**src/rtl/fdiv_d_arbiter.sv**
```systemverilog
// Two-requester round-robin front end for a shared double-precision divider.
// Define FDIV_D_ARB_WATCHDOG_EN to compile in the WAIT-state timeout watchdog.
module fdiv_d_arbiter #(
    parameter int TIMEOUT_CYCLES = 127
) (
    input  logic        i_clk,
    input  logic        i_nrst,
    input  logic        i_req0_valid,
    input  logic [63:0] i_req0_a,
    input  logic [63:0] i_req0_b,
    output logic        o_req0_ready,
    input  logic        i_req1_valid,
    input  logic [63:0] i_req1_a,
    input  logic [63:0] i_req1_b,
    output logic        o_req1_ready,
    output logic        o_div_ena,
    output logic [63:0] o_div_a,
    output logic [63:0] o_div_b,
    input  logic        i_div_valid,
    input  logic [63:0] i_div_res,
    input  logic [2:0]  i_div_flags,
    output logic        o_resp_valid,
    output logic        o_resp_id,
    output logic [63:0] o_resp_res,
    output logic [2:0]  o_resp_flags,
    output logic        o_resp_timeout,
    input  logic        i_resp_ready,
    output logic        o_busy
);

    typedef enum logic [1:0] {
        IDLE  = 2'd0,
        ISSUE = 2'd1,
        WAIT  = 2'd2,
        RESP  = 2'd3
    } stateT;

    localparam logic [63:0] TIMEOUT_RES   = 64'h7FF8_0000_0000_0000;
    localparam logic [2:0]  TIMEOUT_FLAGS = 3'b100;

    if (TIMEOUT_CYCLES < 1 || TIMEOUT_CYCLES > 127) begin : gBadTimeout
        $error("fdiv_d_arbiter: TIMEOUT_CYCLES must lie in 1..127");
    end

    stateT       state;
    stateT       nextState;
    logic        grantValid;
    logic        grantId;
    logic        lastGrant;
    logic        timeoutHit;
    logic [63:0] opA;
    logic [63:0] opB;
    logic        respId;
    logic [63:0] respRes;
    logic [2:0]  respFlags;

    // NOTE: sequential state uses non-blocking assignments so every flop samples pre-edge values.
    always_ff @(posedge i_clk) begin
        if (!i_nrst) state <= IDLE;
        else         state <= nextState;
    end

    always_comb begin
        nextState = state;
        case (state)
            IDLE:    if (i_req0_valid || i_req1_valid) nextState = ISSUE;
            ISSUE:   nextState = WAIT;
            WAIT:    if (i_div_valid || timeoutHit)     nextState = RESP;
            RESP:    if (i_resp_ready)                  nextState = IDLE;
            default: nextState = IDLE;
        endcase
    end

    // NOTE: every combinational output gets a default first so no path infers a latch.
    always_comb begin
        grantValid   = 1'b0;
        grantId      = 1'b0;
        o_div_ena    = 1'b0;
        o_resp_valid = 1'b0;
        case (state)
            IDLE: begin
                // On a tie the requester that was not served last wins.
                if (i_req0_valid && i_req1_valid) begin
                    grantValid = 1'b1;
                    grantId    = ~lastGrant;
                end else if (i_req0_valid) begin
                    grantValid = 1'b1;
                    grantId    = 1'b0;
                end else if (i_req1_valid) begin
                    grantValid = 1'b1;
                    grantId    = 1'b1;
                end
            end
            ISSUE:   o_div_ena    = 1'b1;
            RESP:    o_resp_valid = 1'b1;
            default: ;
        endcase
    end

    assign o_req0_ready = grantValid & ~grantId;
    assign o_req1_ready = grantValid &  grantId;
    assign o_busy       = (state != IDLE);
    assign o_div_a      = opA;
    assign o_div_b      = opB;
    assign o_resp_id    = respId;
    assign o_resp_res   = respRes;
    assign o_resp_flags = respFlags;

    // NOTE: latched data clears on reset so nothing stale from an abandoned transaction reaches the outputs.
    always_ff @(posedge i_clk) begin
        if (!i_nrst) begin
            lastGrant <= 1'b1;
            opA       <= '0;
            opB       <= '0;
            respId    <= 1'b0;
            respRes   <= '0;
            respFlags <= '0;
        end else begin
            if (grantValid) begin
                lastGrant <= grantId;
                respId    <= grantId;
                opA       <= grantId ? i_req1_a : i_req0_a;
                opB       <= grantId ? i_req1_b : i_req0_b;
            end
            if (state == WAIT) begin
                if (i_div_valid) begin
                    respRes   <= i_div_res;
                    respFlags <= i_div_flags;
                end else if (timeoutHit) begin
                    respRes   <= TIMEOUT_RES;
                    respFlags <= TIMEOUT_FLAGS;
                end
            end
        end
    end

`ifdef FDIV_D_ARB_WATCHDOG_EN
    localparam logic [6:0] WD_LAST = 7'(TIMEOUT_CYCLES - 1);

    logic [6:0] wdCount;
    logic       respTimeout;

    // Counter holds the number of WAIT cycles already spent; a real result on the last one wins.
    always_ff @(posedge i_clk) begin
        if (!i_nrst)               wdCount <= '0;
        else if (state == ISSUE)   wdCount <= '0;
        else if (state == WAIT)    wdCount <= wdCount + 7'd1;
    end

    assign timeoutHit = (state == WAIT) && !i_div_valid && (wdCount == WD_LAST);

    always_ff @(posedge i_clk) begin
        if (!i_nrst) begin
            respTimeout <= 1'b0;
        end else if (state == WAIT) begin
            if (i_div_valid)     respTimeout <= 1'b0;
            else if (timeoutHit) respTimeout <= 1'b1;
        end
    end

    assign o_resp_timeout = respTimeout;
`else
    assign timeoutHit     = 1'b0;
    assign o_resp_timeout = 1'b0;
`endif

endmodule

```
**config.mk**
```make
export PLATFORM = sky130hd
export DESIGN_NAME = fdiv_d_arbiter
export DESIGN_NICKNAME = d
export VERILOG_FILES = /design/src/rtl/fdiv_d_arbiter.sv
export SDC_FILE = /design/constraint.sdc
export NUM_CORES = 1
export LEC_CHECK = 0
export CORE_AREA = 2 2 208 210
export CTS_BUF_LIST = sky130_fd_sc_hd__clkbuf_8
export CTS_CLUSTER_SIZE = 12
export DETAILED_ROUTE_END_ITERATION = 12
export DIE_AREA = 0 0 210 212
export GPL_TIMING_DRIVEN = 1
export PLACE_DENSITY = 0.5
export REMOVE_ABC_BUFFERS = 1
export SYNTH_ARGS = -nofsm -noshare
export SYNTH_HDL_FRONTEND = slang
export SYNTH_SLANG_ARGS = --single-unit
```
**constraint.sdc**
```tcl
create_clock -name i_clk -period 3.3 [get_ports i_clk]
set_clock_uncertainty 0.2 [all_clocks]
set_input_delay 0.99 -clock i_clk [delete_from_list [all_inputs] [get_ports i_clk]]
set_output_delay 0.99 -clock i_clk [all_outputs]
set_load 0.1 [all_outputs]
```
==> results of run 1 <==
area by class of cell:
cell class                      count  area, sq um
Fill cell                        4484        27800
Timing Repair Buffer              555         5180
Multi-Input combinational cell    609         3990
Sequential cell                   199         3980
Tap cell                          546          683
Inverter                          135          512
Clock buffer                       18          248
Clock inverter                     13          158
cell usage in the layout, fill, tap and decap left out, types with 16 or more instances in the layout:
cell             count
a2111oi_0          118
a211oi_1           128
a21boi_0            68
buf_12              16
buf_4              213
clkbuf_8            18
clkdlybuf4s50_1    325
dfxtp_1            199
inv_1              135
nand2_1            138
o21ai_0            130
worst max-delay path: stages:
cell and delay (ns):
dlygate4sd2_1 0.32, nand2_4 0.10, nand3_2 0.17, inv_4 0.14, buf_12 0.18
cell usage after synthesis:
| cell | instances |
|---|---|
| mux2i_1 | 2 |
| o21ai_0 | 130 |
| inv_1 | 133 |
| a2111oi_2 | 10 |
| ha_1 | 4 |
| conb_1 | 1 |
| buf_6 | 15 |
| nor2b_1 | 1 |
| o211ai_1 | 1 |
| o21a_1 | 1 |
| a2111oi_0 | 118 |
| a211oi_1 | 128 |
| nand2_2 | 1 |
| and2_1 | 1 |
| buf_1 | 1 |
| dfxtp_1 | 199 |
| a222oi_1 | 1 |
| buf_4 | 3 |
| clkbuf_2 | 1 |
| nor2_1 | 1 |
| inv_2 | 2 |
| a21boi_0 | 68 |
| nand2_1 | 139 |
| nor2_2 | 1 |
| nand3_1 | 1 |
| buf_2 | 38 |
| clkbuf_1 | 64 |
sequential cells by signal (all words and copies together), names as in the netlist:
name          flops
o_div_a          64
o_resp_flags      3
o_div_b          64
state             2
lastGrant         1
o_resp_id         1
o_resp_res       64
timing repair:
item	in CTS	in global routing
resized for setup	3	0
endpoints found under the setup margin	2	0
hold buffers	0	0
buffers inserted	0	0
path summary, 6_finish.rpt:
check	start	end	slack (ns)
max	i_req0_valid	o_req1_ready	0.21
min	o_resp_res[24]	o_resp_res[24]	0.27
max reg2reg	state[0]	o_div_b[7]	1.11
min reg2reg	o_resp_res[24]	o_resp_res[24]	0.27
cell families (layout without fill, tap and decap cells):
kind of cell	after synthesis	count (layout)	synth area share, %
multiplexers	2	2	0.220
buffers and inverters	257	721	12.5
other	1	1	0.0413
AND/OR/NAND/NOR	145	145	6.12
AO/OA/AOI/OAI	457	457	36.7
adder cells (fa/ha/maj)	4	4	0.551
flip-flops	199	199	43.9
power groups by stage:
stage	Sequential [mW]	Clock [mW]	Combinational [mW]
finish	3.39	1.76	8.91
global route	3.47	1.91	9.29
CTS	3.39	1.85	8.99
detailed placement	3.43	0	8.98
global placement	3.42	0	8.97
floorplan	7.87	0	1.72
routing by layer:
| layer | vias up | share of wire [%] | track usage (%) |
|---|---|---|---|
| met5 | - | 0 | 0 |
| met4 | 0 | 2.3 | 6.26 |
| met3 | 43 | 9.2 | 7.80 |
| met2 | 412 | 48 | 30.9 |
| met1 | 4730 | 41 | 21.1 |
| li1 | 4725 | - | - |
==> run metrics, run 1 <==
Psw=8.30 mW; clk slew on worst S/H paths=0.10 ns; Synth area leaders=dfxtp_1, a2111oi_0, a211oi_1; total CTS buffers=17; WS Path Type=in -> out; Post-Syn Area=9080 sq um; Tcrit/Tclk final=93.7%; Die Y-Extent=212 um; max cap viols=0; Routed WL per cell=20.4 um; Setup Total Neg Slack=0 ns; post-DR vias/cell=4.78; outcome=completed; Setup crit end kind=output port; FP Rows=76; Die Wd=210 um; Synthesis Warnings=0; ant diodes=0; worst-path fanout max=3; global-route wire length before repair=61700 um; dominant cell type by area after synthesis=dfxtp_1; CTS tree=yes; Min-Delay Path Class=reg -> reg; Worst Path Arrival=1.90 ns; Slew @ Worst Pin=0.777 ns; final net count=1850; DRC=0; GP Congestion=0.769; Port Buf Inserts=529; final non-filler cell total=2075; Seq/Total Area, Yosys=43.9%; area fraction of the dominant cell type after synthesis=43.9%; Syn Area/Cell=8.53 sq um; largest net degree at the start of global routing=129; number of global-route vias before repair=9767; Total GRT Usage=18.4%; Sw Share=59.0%; Max VDD drop=0.000658 V; Bufs on Longest Clock Path=2; Worst Reg-to-Reg Cells=7; design area=14800 sq um; dpl cells=2044; Initial DRT Pass Iterations=5; post-route ant nets=0; Startpoint Class=primary input; min Tclk post-route=3.09 ns; vias=9910; worst hold path depth=2; setup violators final=0; Combinational Power Share=63.4%; Synth Register Bits=199; 1st-iter DRT viols=497; Worst Path Required=2.11 ns; Clock power frac=12.5%; RSZ-0062 raised after global routing=no; Slew HR=48.2%; I/O pins=531; post-place setup slack=-0.253 ns; Placeable Area=42500 sq um; Leak=5.81 nW; DP HPWL=29500 um; Mapped Cells=1065; Netlist cell types=27; smallest setup slack after layout=0.209 ns; H-tree Lvls=4; Power Density=953 nW/um^2; initial cell density of the core=21.4%; Skew-Pair Late Insertion Delay=0.56 ns; clock sink count=199; clock root cell=clkbuf_8; Max Slew Vio Count=0; post-layout util=34.7%; Pint=5.76 mW; sequential power share=24.1%; Worst Hold Margin=0.267 ns; DRT Wirelength=42200 um; Total Power=14.1 mW; Congestion Overflow GR=0; initial antenna violation count=0; layout cell share with drive strength beyond 1=18.1%; area delta synth->final=62.5%; total die area=44500 sq um; Fmax=0.324 GHz; Hold Fails Final Rpt=0; Area after DPL=14300 sq um
Note: power is estimated with default switching activity, not from simulation.
==> run 2, diff against run 1 <==
--- a/config.mk
+++ b/config.mk
@@ -5,11 +5,11 @@
 export SDC_FILE = /design/constraint.sdc
 export NUM_CORES = 1
 export LEC_CHECK = 0
-export CORE_AREA = 2 2 208 210
+export CORE_AREA = 2 2 207 209
 export CTS_BUF_LIST = sky130_fd_sc_hd__clkbuf_8
 export CTS_CLUSTER_SIZE = 12
 export DETAILED_ROUTE_END_ITERATION = 12
-export DIE_AREA = 0 0 210 212
+export DIE_AREA = 0 0 209 211
 export GPL_TIMING_DRIVEN = 1
 export PLACE_DENSITY = 0.5
 export REMOVE_ABC_BUFFERS = 1
==> run 2 against run 1 <==
Compared with the run above:
- non-clock buffer count decreased by 4
- register-to-register slack got worse by 0.10 ns
- worst setup slack got worse by 0.030 ns
- largest cell class unchanged
- die area decreased by 0.95%
==> run metrics, run 2 (synthesized netlist as in run 1, its figures left out) <==
Max VDD drop=0.000677 V; Port Buf Inserts=529; WS Path Type=in -> out; worst-path fanout max=4; Max Slew Vio Count=0; smallest setup slack after layout=0.179 ns; Slew @ Worst Pin=0.747 ns; ant diodes=0; Psw=8.35 mW; 1st-iter DRT viols=636; Combinational Power Share=63.9%; GP Congestion=0.795; Bufs on Longest Clock Path=2; Congestion Overflow GR=0; max cap viols=0; I/O pins=531; Total Power=13.9 mW; Hold Fails Final Rpt=0; initial antenna violation count=1; most frequent cells in the layout=clkdlybuf4s50_1, buf_4, dfxtp_1; Total GRT Usage=19.2%; clk slew on worst S/H paths=0.11 ns; Setup crit end kind=output port; DRT Wirelength=43700 um; total die area=44100 sq um; Slew HR=50.2%; Leak=5.77 nW; global-route wire length before repair=64100 um; layout cell share with drive strength beyond 1=18.0%; Pint=5.58 mW; Die Wd=209 um; Worst Path Required=2.11 ns; Skew-Pair Late Insertion Delay=0.52 ns; total CTS buffers=17; setup violators final=0; initial cell density of the core=21.7%; Fmax=0.320 GHz; clock sink count=199; RSZ-0062 raised after global routing=no; Routed WL per cell=21.2 um; largest net degree at the start of global routing=129; DP HPWL=30500 um; Area after DPL=14300 sq um; vias=9966; DRC=0; Initial DRT Pass Iterations=4; CTS tree=yes; Worst Path Arrival=1.93 ns; Clock power frac=11.6%; design area=14700 sq um; H-tree Lvls=4; Die Y-Extent=211 um; outcome=completed; min Tclk post-route=3.12 ns; most common cell after layout, fill and taps aside=clkdlybuf4s50_1; area delta synth->final=61.5%; FP Rows=75; post-place setup slack=-0.157 ns; post-route ant nets=0; number of global-route vias before repair=9953; Placeable Area=41800 sq um; Min-Delay Path Class=reg -> reg; sequential power share=24.5%; Sw Share=60.0%; clock root cell=clkbuf_8; Tcrit/Tclk final=94.6%; post-DR vias/cell=4.83; Startpoint Class=primary input; final net count=1846; Setup Total Neg Slack=0 ns; Power Density=950 nW/um^2
[run 2: cell count changes in the layout (fill, tap and decap cells not counted), moves of 2 or more]
| cell | before | now |
|---|---|---|
| buf_4 | 213 | 210 |
| bufinv_16 | 3 | 0 |
| inv_1 | 135 | 133 |
| inv_6 | 1 | 6 |
[run 2: cell type report]
type,count,area (sq um)
inverter,135,512
multi-input combinational,609,3980
clock buffer,19,262
fill,4404,27100
sequential,199,3980
clock inverter,13,111
tap,539,674
timing repair buffer,551,5140
[run 2: timing repair]
| item | CTS | global route |
|---|---|---|
| hold endpoints to repair | 0 | 0 |
| buffers inserted | 0 | 0 |
| hold buffers | 0 | 0 |
| endpoints found under the setup margin | 2 | 0 |
| resized for setup | 2 | 0 |
[run 2: routing by layer]
layer | part of all wire [%] | vias up | track usage [%]
met4 | 3.3 | 2 | 7.41
met2 | 48 | 447 | 32.2
met1 | 39 | 4752 | 21.9
li1 | - | 4722 | -
met5 | 0.030 | - | 0
met3 | 9.5 | 43 | 7.61
[run 2: worst max-delay path: stages]
cell and delay, ns:
dlygate4sd2_1 0.33, nand2_4 0.12, nand3_1 0.17, inv_4 0.12, buf_12 0.17
[run 2: worst paths after layout]
kind	from	to	slack, ns	cells after the start
setup / recovery	i_req0_valid	o_req1_ready	0.18	5
hold / removal	o_resp_res[61]	o_resp_res[61]	0.27	2
setup reg to reg	state[1]	o_div_b[33]	1.01	7
hold reg to reg	o_resp_res[61]	o_resp_res[61]	0.27	2
[run 2: metrics by stage]
stage | std cells | util, % | hold WS (ns)
after global placement | 2033 | 34.2 | 0.250
final | 2065 | 35.1 | 0.268
after global routing | 2065 | 35.1 | 0.292
after floorplan | 943 | - | 0.268
after detailed placement | 2033 | 34.2 | 0.258
after CTS | 2065 | 35.1 | 0.274
[run 2: power groups by stage]
stage / combinational [mW] / clock [mW] / sequential (mW)
finish: 8.90 / 1.62 / 3.42
detailed placement: 8.98 / 0 / 3.46
global placement: 8.96 / 0 / 3.45
floorplan: 1.72 / 0 / 7.87
CTS: 8.99 / 1.69 / 3.42
global route: 9.29 / 1.77 / 3.49
==> run 3, diff against run 2 <==
==> config.mk (replaced) <==
export PLATFORM = sky130hd
export DESIGN_NAME = fdiv_d_arbiter
export DESIGN_NICKNAME = d
export VERILOG_FILES = /design/src/rtl/fdiv_d_arbiter.sv
export SDC_FILE = /design/constraint.sdc
export NUM_CORES = 1
export LEC_CHECK = 0
export CORE_AREA = 2 2 204 206
export CTS_BUF_LIST = sky130_fd_sc_hd__clkbuf_4 sky130_fd_sc_hd__clkbuf_8 sky130_fd_sc_hd__clkbuf_16
export CTS_CLUSTER_SIZE = 12
export DETAILED_ROUTE_END_ITERATION = 12
export DIE_AREA = 0 0 206 208
export GPL_TIMING_DRIVEN = 1
export PLACE_DENSITY = 0.51
export REMOVE_ABC_BUFFERS = 1
export SYNTH_ARGS = -nofsm -noshare
export SYNTH_HDL_FRONTEND = slang
export SYNTH_SLANG_ARGS = --single-unit
==> run 3 against run 2 <==
Compared with the run above:
- worst hold slack got worse by 0.0042 ns
- power up 3.9%
- sequential power about the same
- count of clock-buffer cells in the layout grew 1
- critical path depth stayed put
- register-to-register slack worse by 0.18 ns
- non-clock buffer count is 1 lower
- worst setup slack better by 0.052 ns
- core utilization rose by 1.5 points
- clock power is 36% higher
- via count decreased by 1.0%
- largest power group unchanged
==> run metrics, run 3 (synthesized netlist as in run 1, its figures left out) <==
outcome=completed; Max Slew Vio Count=0; most common cell after layout, fill and taps aside=clkdlybuf4s50_1; min Tclk post-route=3.07 ns; number of global-route vias before repair=9733; vias=9866; global-route wire length before repair=60800 um; most frequent cells in the layout=clkdlybuf4s50_1, buf_4, dfxtp_1; I/O pins=531; Total Power=14.5 mW; Congestion Overflow GR=0; max cap viols=0; WS Path Type=reg -> out; total CTS buffers=17; DRC=0; Die Wd=206 um; Pint=6.16 mW; initial antenna violation count=2; FP Rows=74; Die Y-Extent=208 um; largest net degree at the start of global routing=129; Worst Hold Margin=0.264 ns; Bufs on Longest Clock Path=2; DP HPWL=29100 um; Max VDD drop=0.000606 V; worst-path fanout max=6; Routed WL per cell=20.2 um; Clock power frac=15.3%; DRT Wirelength=41600 um; Worst Setup SP=state[0]; Min-Delay Path Class=reg -> reg; post-layout util=36.7%; Worst Setup EP=o_req0_ready; Total GRT Usage=18.5%; Power Density=974 nW/um^2; total die area=42800 sq um; H-tree Lvls=4; Reg2Reg Setup Slack=0.83 ns; R2R Path Start=state[0]; GP Congestion=0.791; number of setup buffers added after CTS=0; Port Buf Inserts=529; Psw=8.32 mW; Leak=5.86 nW; area delta synth->final=63.7%; clk slew on worst S/H paths=0.08 ns; initial cell density of the core=22.4%; CTS tree=yes; # hold bufs at CTS=0; Startpoint Class=register; post-DR vias/cell=4.79; sequential power share=23.5%; Combinational Power Share=61.2%; post-route ant nets=0; Worst Path Arrival=1.88 ns; layout cell share with drive strength beyond 1=17.9%; Worst Reg-to-Reg Cells=7; Sw Share=57.4%; Worst Path Required=2.11 ns; Tcrit/Tclk final=93.0%; final net count=1845; Placeable Area=40600 sq um; R2R Path End=o_div_a[25]; Slew @ Worst Pin=1.01 ns; setup violators final=0; Skew-Pair Late Insertion Delay=0.46 ns; Hold Fails Final Rpt=0; Setup crit end kind=output port; clock sink count=199; RSZ-0062 raised after global routing=no; Slew HR=32.9%; 1st-iter DRT viols=411; Initial DRT Pass Iterations=5; Fmax=0.326 GHz; clock root cell=clkbuf_16
-- run 3: changes by cell type in the layout (fill, tap and decap cells not counted), moves of 2 or more --
| cell | delta |
|---|---|
| clkbuf_16 | +17 |
| clkbuf_8 | -17 |
| inv_6 | -4 |
| bufinv_16 | +2 |
| clkinv_4 | +2 |
-- run 3: power groups by stage --
stage | sequential [mW] | combinational (mW) | clock (mW)
after floorplan | 7.87 | 1.72 | 0
after global routing | 3.48 | 9.24 | 2.37
after detailed placement | 3.45 | 8.94 | 0
final | 3.40 | 8.86 | 2.21
after CTS | 3.40 | 8.95 | 2.31
after global placement | 3.43 | 8.93 | 0
-- run 3: what timing repair did --
action / 4_1_cts / 5_1_grt
resized for setup: 1 / 0
setup endpoints to repair: 2 / 0
hold endpoints to repair: 0 / 0
-- run 3: area by class of cell --
class / count / area (sq um)
Fill cell: 4162 / 25700
Inverter: 135 / 512
Antenna cell: 1 / 2.50
Sequential cell: 199 / 3980
Multi-Input combinational cell: 609 / 3980
Clock buffer: 20 / 460
Clock inverter: 12 / 144
Tap cell: 532 / 666
Timing Repair Buffer: 550 / 5120
-- run 3: routing by layer --
metal  global-route usage (%)  wire, um
met4                     5.71       972
met1                     21.8     16900
met3                     7.47      4110
met5                        0        13
met2                     30.5     19700
-- run 3: how the worst min path moves through the flow --
stage,cells past startpoint,startpoint,to
finish,2,o_resp_res[52],o_resp_res[52]
global route,2,o_resp_res[18],o_resp_res[18]
CTS,2,o_resp_res[43],o_resp_res[43]
detailed placement,2,o_resp_res[52],o_resp_res[52]
global placement,2,o_resp_flags[0],o_resp_flags[0]
floorplan,2,state[1],state[1]
-- run 3: critical path: stages, from the launching register on --
cell     delay (ns)
dfxtp_1        0.35
inv_1          0.09
ha_1           0.39
nand2_1        0.13
nor2_1         0.25
buf_12         0.21
-- run 3: stage by stage --
step / setup WS (ns) / area (sq um) / setup TNS, ns / std cells
final: 0.231 / 14900 / 0 / 2058
after global routing: 0.0782 / 14900 / 0 / 2058
after CTS: 0.120 / 14900 / 0 / 2057
after detailed placement: -0.0507 / 14300 / -0.0848 / 2025
after global placement: -0.0451 / 14300 / -0.113 / 2025
after floorplan: -1.52 / 8450 / -119.84 / 943
